`src/rtl/mem_stage_lsu.sv`:
```
// Memory-access stage: one aligned 64-bit bus transaction per load/store, lane-shift + extend for writeback.
// Latency: non-memory/error 1 cycle to out_valid; load/store 3 cycles with zero-wait bus and writeback.
// Backpressure: in_ready only in IDLE; bus request and wb outputs held stable until bus_req_ready / out_ready.
module mem_stage_lsu #(
  parameter int XLEN            = 64,
  parameter int RESET_PC_UNUSED = 0
) (
  input  logic            clk,
  input  logic            rst_n,
  input  logic            in_valid,
  output logic            in_ready,
  input  logic            mem_r_ena,
  input  logic            mem_w_ena,
  input  logic [7:0]      byte_enable,
  input  logic            mem_ext_un,
  input  logic [XLEN-1:0] alu_result,
  input  logic [XLEN-1:0] store_data,
  input  logic            rd_w_ena,
  input  logic [4:0]      rd_w_addr,
  output logic            bus_req_valid,
  input  logic            bus_req_ready,
  output logic            bus_req_we,
  output logic [XLEN-1:0] bus_req_addr,
  output logic [XLEN-1:0] bus_req_wdata,
  output logic [7:0]      bus_req_wstrb,
  input  logic            bus_resp_valid,
  input  logic [XLEN-1:0] bus_resp_rdata,
  output logic            out_valid,
  input  logic            out_ready,
  output logic [XLEN-1:0] wb_data,
  output logic            wb_rd_ena,
  output logic [4:0]      wb_rd_addr,
  output logic            mem_err
);

  // Reserved parameter; any non-zero value is meaningless for this stage.
  if (RESET_PC_UNUSED != 0) begin : g_reset_pc_must_be_zero
  end

  typedef enum logic [1:0] {IDLE, REQ, RESP, OUT} state_t;

  state_t          state_q;
  logic [2:0]      off_q;
  logic [7:0]      be_q;
  logic            ext_un_q;
  logic            store_q;
  logic            rd_ena_q;

  logic [2:0]      off;
  logic            is_mem;
  logic            legal_size;
  logic [2:0]      size_mask;
  logic            err;
  logic [XLEN-1:0] shifted;
  logic [XLEN-1:0] load_val;

  assign in_ready = (state_q == IDLE);
  assign off      = alu_result[2:0];
  assign is_mem   = mem_r_ena | mem_w_ena;

  // Size legality and the low address bits that must be zero for natural alignment.
  always_comb begin
    legal_size = 1'b1;
    size_mask  = 3'd0;
    case (byte_enable)
      8'h01:   size_mask = 3'd0;
      8'h03:   size_mask = 3'd1;
      8'h0F:   size_mask = 3'd3;
      8'hFF:   size_mask = 3'd7;
      default: legal_size = 1'b0;
    endcase
    err = is_mem & (~legal_size | ((off & size_mask) != 3'd0));
  end

  // Bring the addressed lane down to bit 0 and extend from the access's top byte.
  always_comb begin
    shifted  = bus_resp_rdata >> {off_q, 3'b000};
    load_val = shifted;
    case (be_q)
      8'h01:   load_val = {{(XLEN-8){shifted[7] & ~ext_un_q}}, shifted[7:0]};
      8'h03:   load_val = {{(XLEN-16){shifted[15] & ~ext_un_q}}, shifted[15:0]};
      8'h0F:   load_val = {{(XLEN-32){shifted[31] & ~ext_un_q}}, shifted[31:0]};
      default: load_val = shifted;
    endcase
  end

  // Access FSM with registered bus and writeback outputs.
  always_ff @(posedge clk or negedge rst_n) begin
    if (!rst_n) begin
      state_q       <= IDLE;
      off_q         <= 3'd0;
      be_q          <= 8'd0;
      ext_un_q      <= 1'b0;
      store_q       <= 1'b0;
      rd_ena_q      <= 1'b0;
      bus_req_valid <= 1'b0;
      bus_req_we    <= 1'b0;
      bus_req_addr  <= '0;
      bus_req_wdata <= '0;
      bus_req_wstrb <= 8'd0;
      out_valid     <= 1'b0;
      wb_data       <= '0;
      wb_rd_ena     <= 1'b0;
      wb_rd_addr    <= 5'd0;
      mem_err       <= 1'b0;
    end else begin
      case (state_q)
        IDLE: begin
          if (in_valid) begin
            off_q      <= off;
            be_q       <= byte_enable;
            ext_un_q   <= mem_ext_un;
            store_q    <= mem_w_ena;
            rd_ena_q   <= rd_w_ena;
            wb_rd_addr <= rd_w_addr;
            mem_err    <= err;
            if (!is_mem) begin
              wb_data   <= alu_result;
              wb_rd_ena <= rd_w_ena;
              out_valid <= 1'b1;
              state_q   <= OUT;
            end else if (err) begin
              wb_data   <= '0;
              wb_rd_ena <= 1'b0;
              out_valid <= 1'b1;
              state_q   <= OUT;
            end else begin
              bus_req_valid <= 1'b1;
              bus_req_we    <= mem_w_ena;
              bus_req_addr  <= {alu_result[XLEN-1:3], 3'b000};
              bus_req_wdata <= store_data << {off, 3'b000};
              bus_req_wstrb <= byte_enable << off;
              state_q       <= REQ;
            end
          end
        end
        REQ: begin
          if (bus_req_ready) begin
            bus_req_valid <= 1'b0;
            state_q       <= RESP;
          end
        end
        RESP: begin
          if (bus_resp_valid) begin
            if (store_q) begin
              wb_data   <= '0;
              wb_rd_ena <= 1'b0;
            end else begin
              wb_data   <= load_val;
              wb_rd_ena <= rd_ena_q;
            end
            out_valid <= 1'b1;
            state_q   <= OUT;
          end
        end
        default: begin
          if (out_ready) begin
            out_valid <= 1'b0;
            state_q   <= IDLE;
          end
        end
      endcase
    end
  end

endmodule
```
`config.mk`:
```
export PLATFORM = sky130hd
export DESIGN_NAME = mem_stage_lsu
export DESIGN_NICKNAME = d
export VERILOG_FILES = /design/src/rtl/mem_stage_lsu.sv
export SDC_FILE = /design/constraint.sdc
export NUM_CORES = 1
export LEC_CHECK = 0
export ABC_AREA = 1
export BUFFER_PORTS_ARGS = -buffer_cell sky130_fd_sc_hd__buf_2
export CORE_MARGIN = 2
export CORE_UTILIZATION = 45
export DETAILED_ROUTE_END_ITERATION = 7
export PLACE_DENSITY = 0.82
export SYNTH_ARGS = -nofsm -noshare
export SYNTH_HDL_FRONTEND = slang
export SYNTH_SLANG_ARGS = --single-unit
```
`constraint.sdc`:
```
create_clock -name clk -period 4.4 [get_ports clk]
set_input_delay 0 -clock clk [delete_from_list [all_inputs] [get_ports clk]]
set_output_delay 0 -clock clk [all_outputs]
set_load 0.05 [all_outputs]
```
Yosys cells after proc, flatten, opt, wreduce, memory -nomap -nowiden --
Index checks and enable logic that the tools add are counted. W data, S select, Z words.
Word-level totals: bits in registers 223, bits of input ports 215, word-level logic and storage cells 91
Operators by class: eq/ne operators 15, shift operators 3, multiplexer cells 33, bitwise gates (word level) 11, reduce and logical (&&, ||, !) cells 13
Operators with widths (number):
- $mux W64 | 5
- $pmux W64 S3 | 1
- $pmux W64 S2 | 1
- $shl A64 B6 Y64 | 1
- $shr A64 B6 Y64 | 1
- $eq A8 B1 Y1 const B | 2
- $eq A8 B2 Y1 const B | 2
- $eq A8 B4 Y1 const B | 2
- $mux W1 | 15
- $mux W2 | 6
- $reduce_and A4 Y1 | 3
- $reduce_and A5 Y1 | 2
- $pmux W3 S3 | 1
- $eq A8 B8 Y1 const B | 1
- $ne A2 B2 Y1 const B | 4
- $shl A8 B3 Y8 | 1
- $pmux W2 S3 | 1
- $reduce_bool A3 Y1 | 2
- $and A1 B1 Y1 | 4
- $not A1 Y1 | 4
- $pmux W1 S2 | 2
- $reduce_bool A2 Y1 | 2
- $reduce_bool A4 Y1 | 1
- $reduce_or A4 Y1 | 1
- 9 further kinds | 10

Longest topological paths before layout --
depth in word-level cells 10, gate-level depth with buffers 15, mapped depth without buffers 11

Least setup slack after synthesis --
Ideal clock, no wire load.
kind reg-to-reg, start point reg state_q[0], end point reg bus_req_wdata[22], setup time 0.145 ns, arrival 1.965 ns, required time 4.255 ns, setup slack 2.290 ns, stages on the path, launching flop included 10, path buffers 2, period minus slack after synthesis 2.110 ns, cell sequence dfrtp_1 > inv_1 > ha_1 > nand2_1 > inv_1 > nand3_4 > buf_4 > buf_2 > nand2_1 > o31ai_2
Between the ends: cells in the longest elaborated chain, start to end 2
RTL lines:
- from (decl) | line 42 | state_t state_q;
- from (signal assigned) | line 90 | state_q <= IDLE;
- from (signal assigned) | line 121 | state_q <= OUT;
- from (signal assigned) | line 126 | state_q <= OUT;
- $logic_not A2 Y1
- named net in_ready | line 11 | output logic in_ready,
- $reduce_and A4 Y1 (no line)
- to (signal assigned) | line 131 | bus_req_wdata <= store_data << {off, 3'b000};
- to (decl) | line 24 | output logic [XLEN-1:0] bus_req_wdata,
The timed path passes the listed nets, and every way through them passes these cells. A chain may end at the register's enable or synchronous reset.

Worst setup path after layout --
start point reg state_q[0], end point reg wb_data[11]
Between the ends: cells in the longest elaborated chain, start to end 3
RTL lines:
- $eq A2 B2 Y1 or $logic_not A2 Y1 (tied branches) | line 107 | case (state_q)
- $ne A2 B2 Y1 (no line), or another cell as far along
- $reduce_and A4 Y1 (no line)
- to (signal assigned) | line 118 | wb_data <= alu_result;
- to (signal assigned) | line 149 | wb_data <= load_val;
- to (decl) | line 30 | output logic [XLEN-1:0] wb_data,
Several ways; a longest one is shown, not always the timed one.

==> impl_metrics.tcl <==
set metrics [dict create \
    outcome "finished, final reports clean" \
    reg2reg_depth 10 \
    cts.sinks 223 \
    drtAntennaViolNets 0 \
    synth_seq_area_share_pct 39.60 \
    crit_slowest_cell "inv_1" \
    drv_cap 0 \
    io_buffer_count 422 \
    die_h_um 181.0 \
    final.fill_count 2774 \
    path_max_fanout 43 \
    min_period_ns 2.884 \
    cts_tree "built" \
    via_per_inst 5.345 \
    ys.flop_type "dfrtp_1" \
    worstHoldPathType "primary input to flop" \
    path_clk_slew_ns 0.06 \
    worst_slew_pin_slew_ns 1.021 \
    fin_worst_skew_ns 0.01153 \
    rrSetupSlack_ns 1.52 \
    synth_edf_count 0 \
    p_leak_nw 10.24 \
    synth_area_sq_mm 0.01409 \
    cp-startpoint "state_q[0]$_DFFE_PN0P_" \
    drt-wirelength-per-cell_um 17.89 \
    overflow 0 \
    crit_arrival_ns 3.36 \
    cts_max_level 1 \
    finalWirelength_mm 52.74 \
    grt_pass1_vias 15439 \
    vias 15758 \
    required_ns 4.88 \
    die-area_sq_mm 0.03275 \
    numCtsBuffers 26 \
    path_depth 10 \
    antenna_found_initial 5 \
    initial_core_util_pct 45.83 \
    setup.worst_path.class "flop to flop" \
    cp_top_family "buffers and inverters" \
    synthToLayoutAreaGrowth_pct 30.53 \
    cp-start-kind "flop" \
    cp-endpoint "wb_data[11]$_DFFE_PN0P_" \
    path_cells "inv_1 -> ha_1 -> inv_1 -> or2_1 -> nand2_1 -> inv_1 -> nand3_4 -> inv_1 -> o21ai_0 -> nand2_1" \
    io_pins 426 \
    grt_max_degree 116 \
    total_power_mw 10.61 \
    maxSlewViolCount 0 \
    end_kind "flop" \
    multiInputGateArea_sq_mm 0.006995 \
    detail_route.first_pass.iterations 8 \
    finalSetupTns_ns 0 \
    period_share_pct 65.55 \
    grtUsageTotal_pct 31.45 \
    rsz0062_at_grt "no" \
    clockBufferDepth 3 \
    synth_async_sr_flop_share_pct 100.0 \
    cts_root_buf "clkbuf_16" \
    drt_iter0_drc 1643 \
    num-nets-final 2747 \
    finalHoldViolCount 0 \
    seqCellArea_sq_mm 0.005584 \
    die_x_um 181.0 \
    max_freq_mhz 346.7 \
    worstHoldPathCells 7 \
    place_congestion 0.9207 \
    worstReg2RegStart "state_q[0]$_DFFE_PN0P_" \
    max_stage_delay_ns 0.95 \
    finalSetupViolations 0 \
    drc_errors 0 \
    place_hpwl_mm 36.13 \
    r2r-end "wb_data[11]$_DFFE_PN0P_" \
    synth_cell_types 45 \
    crit_buf_inv 4 \
    worstSkewPairLatency_ns 0.54 \
    grt_pass1_wl_mm 82.79 \
    irDropWorstVdd_mv 0.3480 \
    pwr_density_cell_mw_per_mm2 576.7 \
    maxSlewHeadroom_pct 31.89 \
    synth_warnings 0 \
    crit_top_cell "inv_1" \
    ys_seq_elements 223 \
    coreArea_sq_mm 0.03075 \
    synthCells 2061 \
    post_cts_resized 0 \
    syn-mean-instance-area_sq_um 6.838 \
    rows 64 \
    drive_gt1_share_pct 22.57 \
]
[registers in the layout (all words and copies together) (netlist names)]
signal and cells:
rd_ena_q 1, state_q 2, be_q 8, ext_un_q 1
bus_req_valid 1, bus_req_wdata 64, wb_data 64, bus_req_wstrb 8
mem_err 1, bus_req_we 1, wb_rd_addr 5, off_q 3
out_valid 1, wb_rd_ena 1, bus_req_addr 61, store_q 1
[Yosys cell counts, types with 5 or more instances]
cell type	number	area, sq um
nand2_1	733	2751
o22ai_1	7	43.79
inv_2	9	33.78
nand3_1	147	735.7
buf_4	16	120.1
o31ai_2	23	287.8
buf_2	54	270.3
nor2_1	168	630.6
buf_6	23	259.0
o21ai_0	194	970.9
mux2i_1	16	160.2
dfrtp_1	223	5580
nor3_1	5	25.02
nand2_2	7	43.79
o211ai_1	5	37.54
a21oi_1	77	385.4
clkbuf_1	43	161.4
or2_2	6	37.54
buf_1	13	48.80
inv_1	167	626.9
o21ai_1	58	290.3
nand4_1	6	37.54
a21oi_2	11	96.34
o21ai_2	10	87.58
[worst min-delay path by stage]
stage | start | to | slack [ns]
2_1_floorplan | rst_n | be_q[0]$_DFFE_PN0P_ | -0.30
3_3_place_gp | rst_n | bus_req_addr[57]$_DFFE_PN0P_ | 0.15
3_5_place_dp | rst_n | bus_req_addr[54]$_DFFE_PN0P_ | 0.16
4_1_cts | bus_resp_rdata[16] | wb_data[0]$_DFFE_PN0P_ | 0.002
5_1_grt | store_data[30] | bus_req_wdata[46]$_DFFE_PN0P_ | 0.04
6_report | bus_resp_rdata[13] | wb_data[5]$_DFFE_PN0P_ | 0.02
[worst reg2reg max path: cells and delay by family (launching register included)]
kind                     cells  cell delay [ns]
AO/OA/AOI/OAI                1             0.23
adder cells (fa/ha/maj)      1             0.26
buffers and inverters        4             1.25
flip-flops                   1             0.38
AND/OR/NAND/NOR              4             0.71
[through the flow]
stage               area, sq um  instances  hold slack, ns  worst slack (ns)  util, %
global route              18400       2948         0.03510             1.202    59.83
global placement          16040       2750          0.1476             1.599    52.17
finish                    18400       2948         0.01617             1.516    59.83
CTS                       18390       2944        0.001743             1.489    59.79
floorplan                 14100       2063         -0.2956             2.290        -
detailed placement        16040       2750          0.1594             1.506    52.17
[power by group]
group	internal (mW)	switching (mW)	leakage, nW	total [mW]
registers	2.48	0.253	2.97	2.73
logic	1.54	4.09	6.83	5.63
clock network	1.34	0.911	0.435	2.25
total	5.36	5.25	10.2	10.6
[cells by family (layout without fill, tap and decap cells)]
logic type | after synthesis | after routing | share of synthesized area (%)
compound gates | 399 | 399 | 16.42
fa+ha+maj | 4 | 4 | 0.3551
mux | 16 | 16 | 1.136
flops | 223 | 223 | 39.60
simple gates | 1091 | 1091 | 31.54
buf+inv | 327 | 812 | 10.93
other cells | 1 | 7 | 0.02661
[what timing repair did]
action	CTS	global route
hold buffers	146	0
setup buffers	0	0
hold endpoints to repair	312	0
[layout make-up]
class | instances | area share (%)
inverters | 177 | 3.618
flip-flops and latches | 223 | 30.35
clock inverters | 9 | 0.5509
multi-input cells | 1513 | 38.03
clock buffers | 39 | 4.244
diodes | 4 | 0.05441
repair buffers | 587 | 20.46
well taps | 396 | 2.693
[per-layer routing]
metal / vias up / wire, um / GRT usage, %
li1: 7490 / - / -
met1: 7221 / 19840 / 37.49
met2: 867 / 25220 / 54.40
met3: 178 / 4622 / 6.208
met4: 2 / 3044 / 15.38
met5: - / 7 / 0
[cell usage in the layout, fill, tap and decap left out, drive strengths merged, types with 5 or more instances in the layout]
cell type      n
a21oi         89
buf          441
clkbuf        39
clkinv         6
dfrtp        223
dlygate4sd3  146
inv          177
mux2i         16
nand2        743
nand3        152
nand4          8
nor2         173
nor3           6
o211ai         5
o21ai        262
o22ai          7
o31ai         27
or2            8
Note: power is estimated with default switching activity, not from simulation.
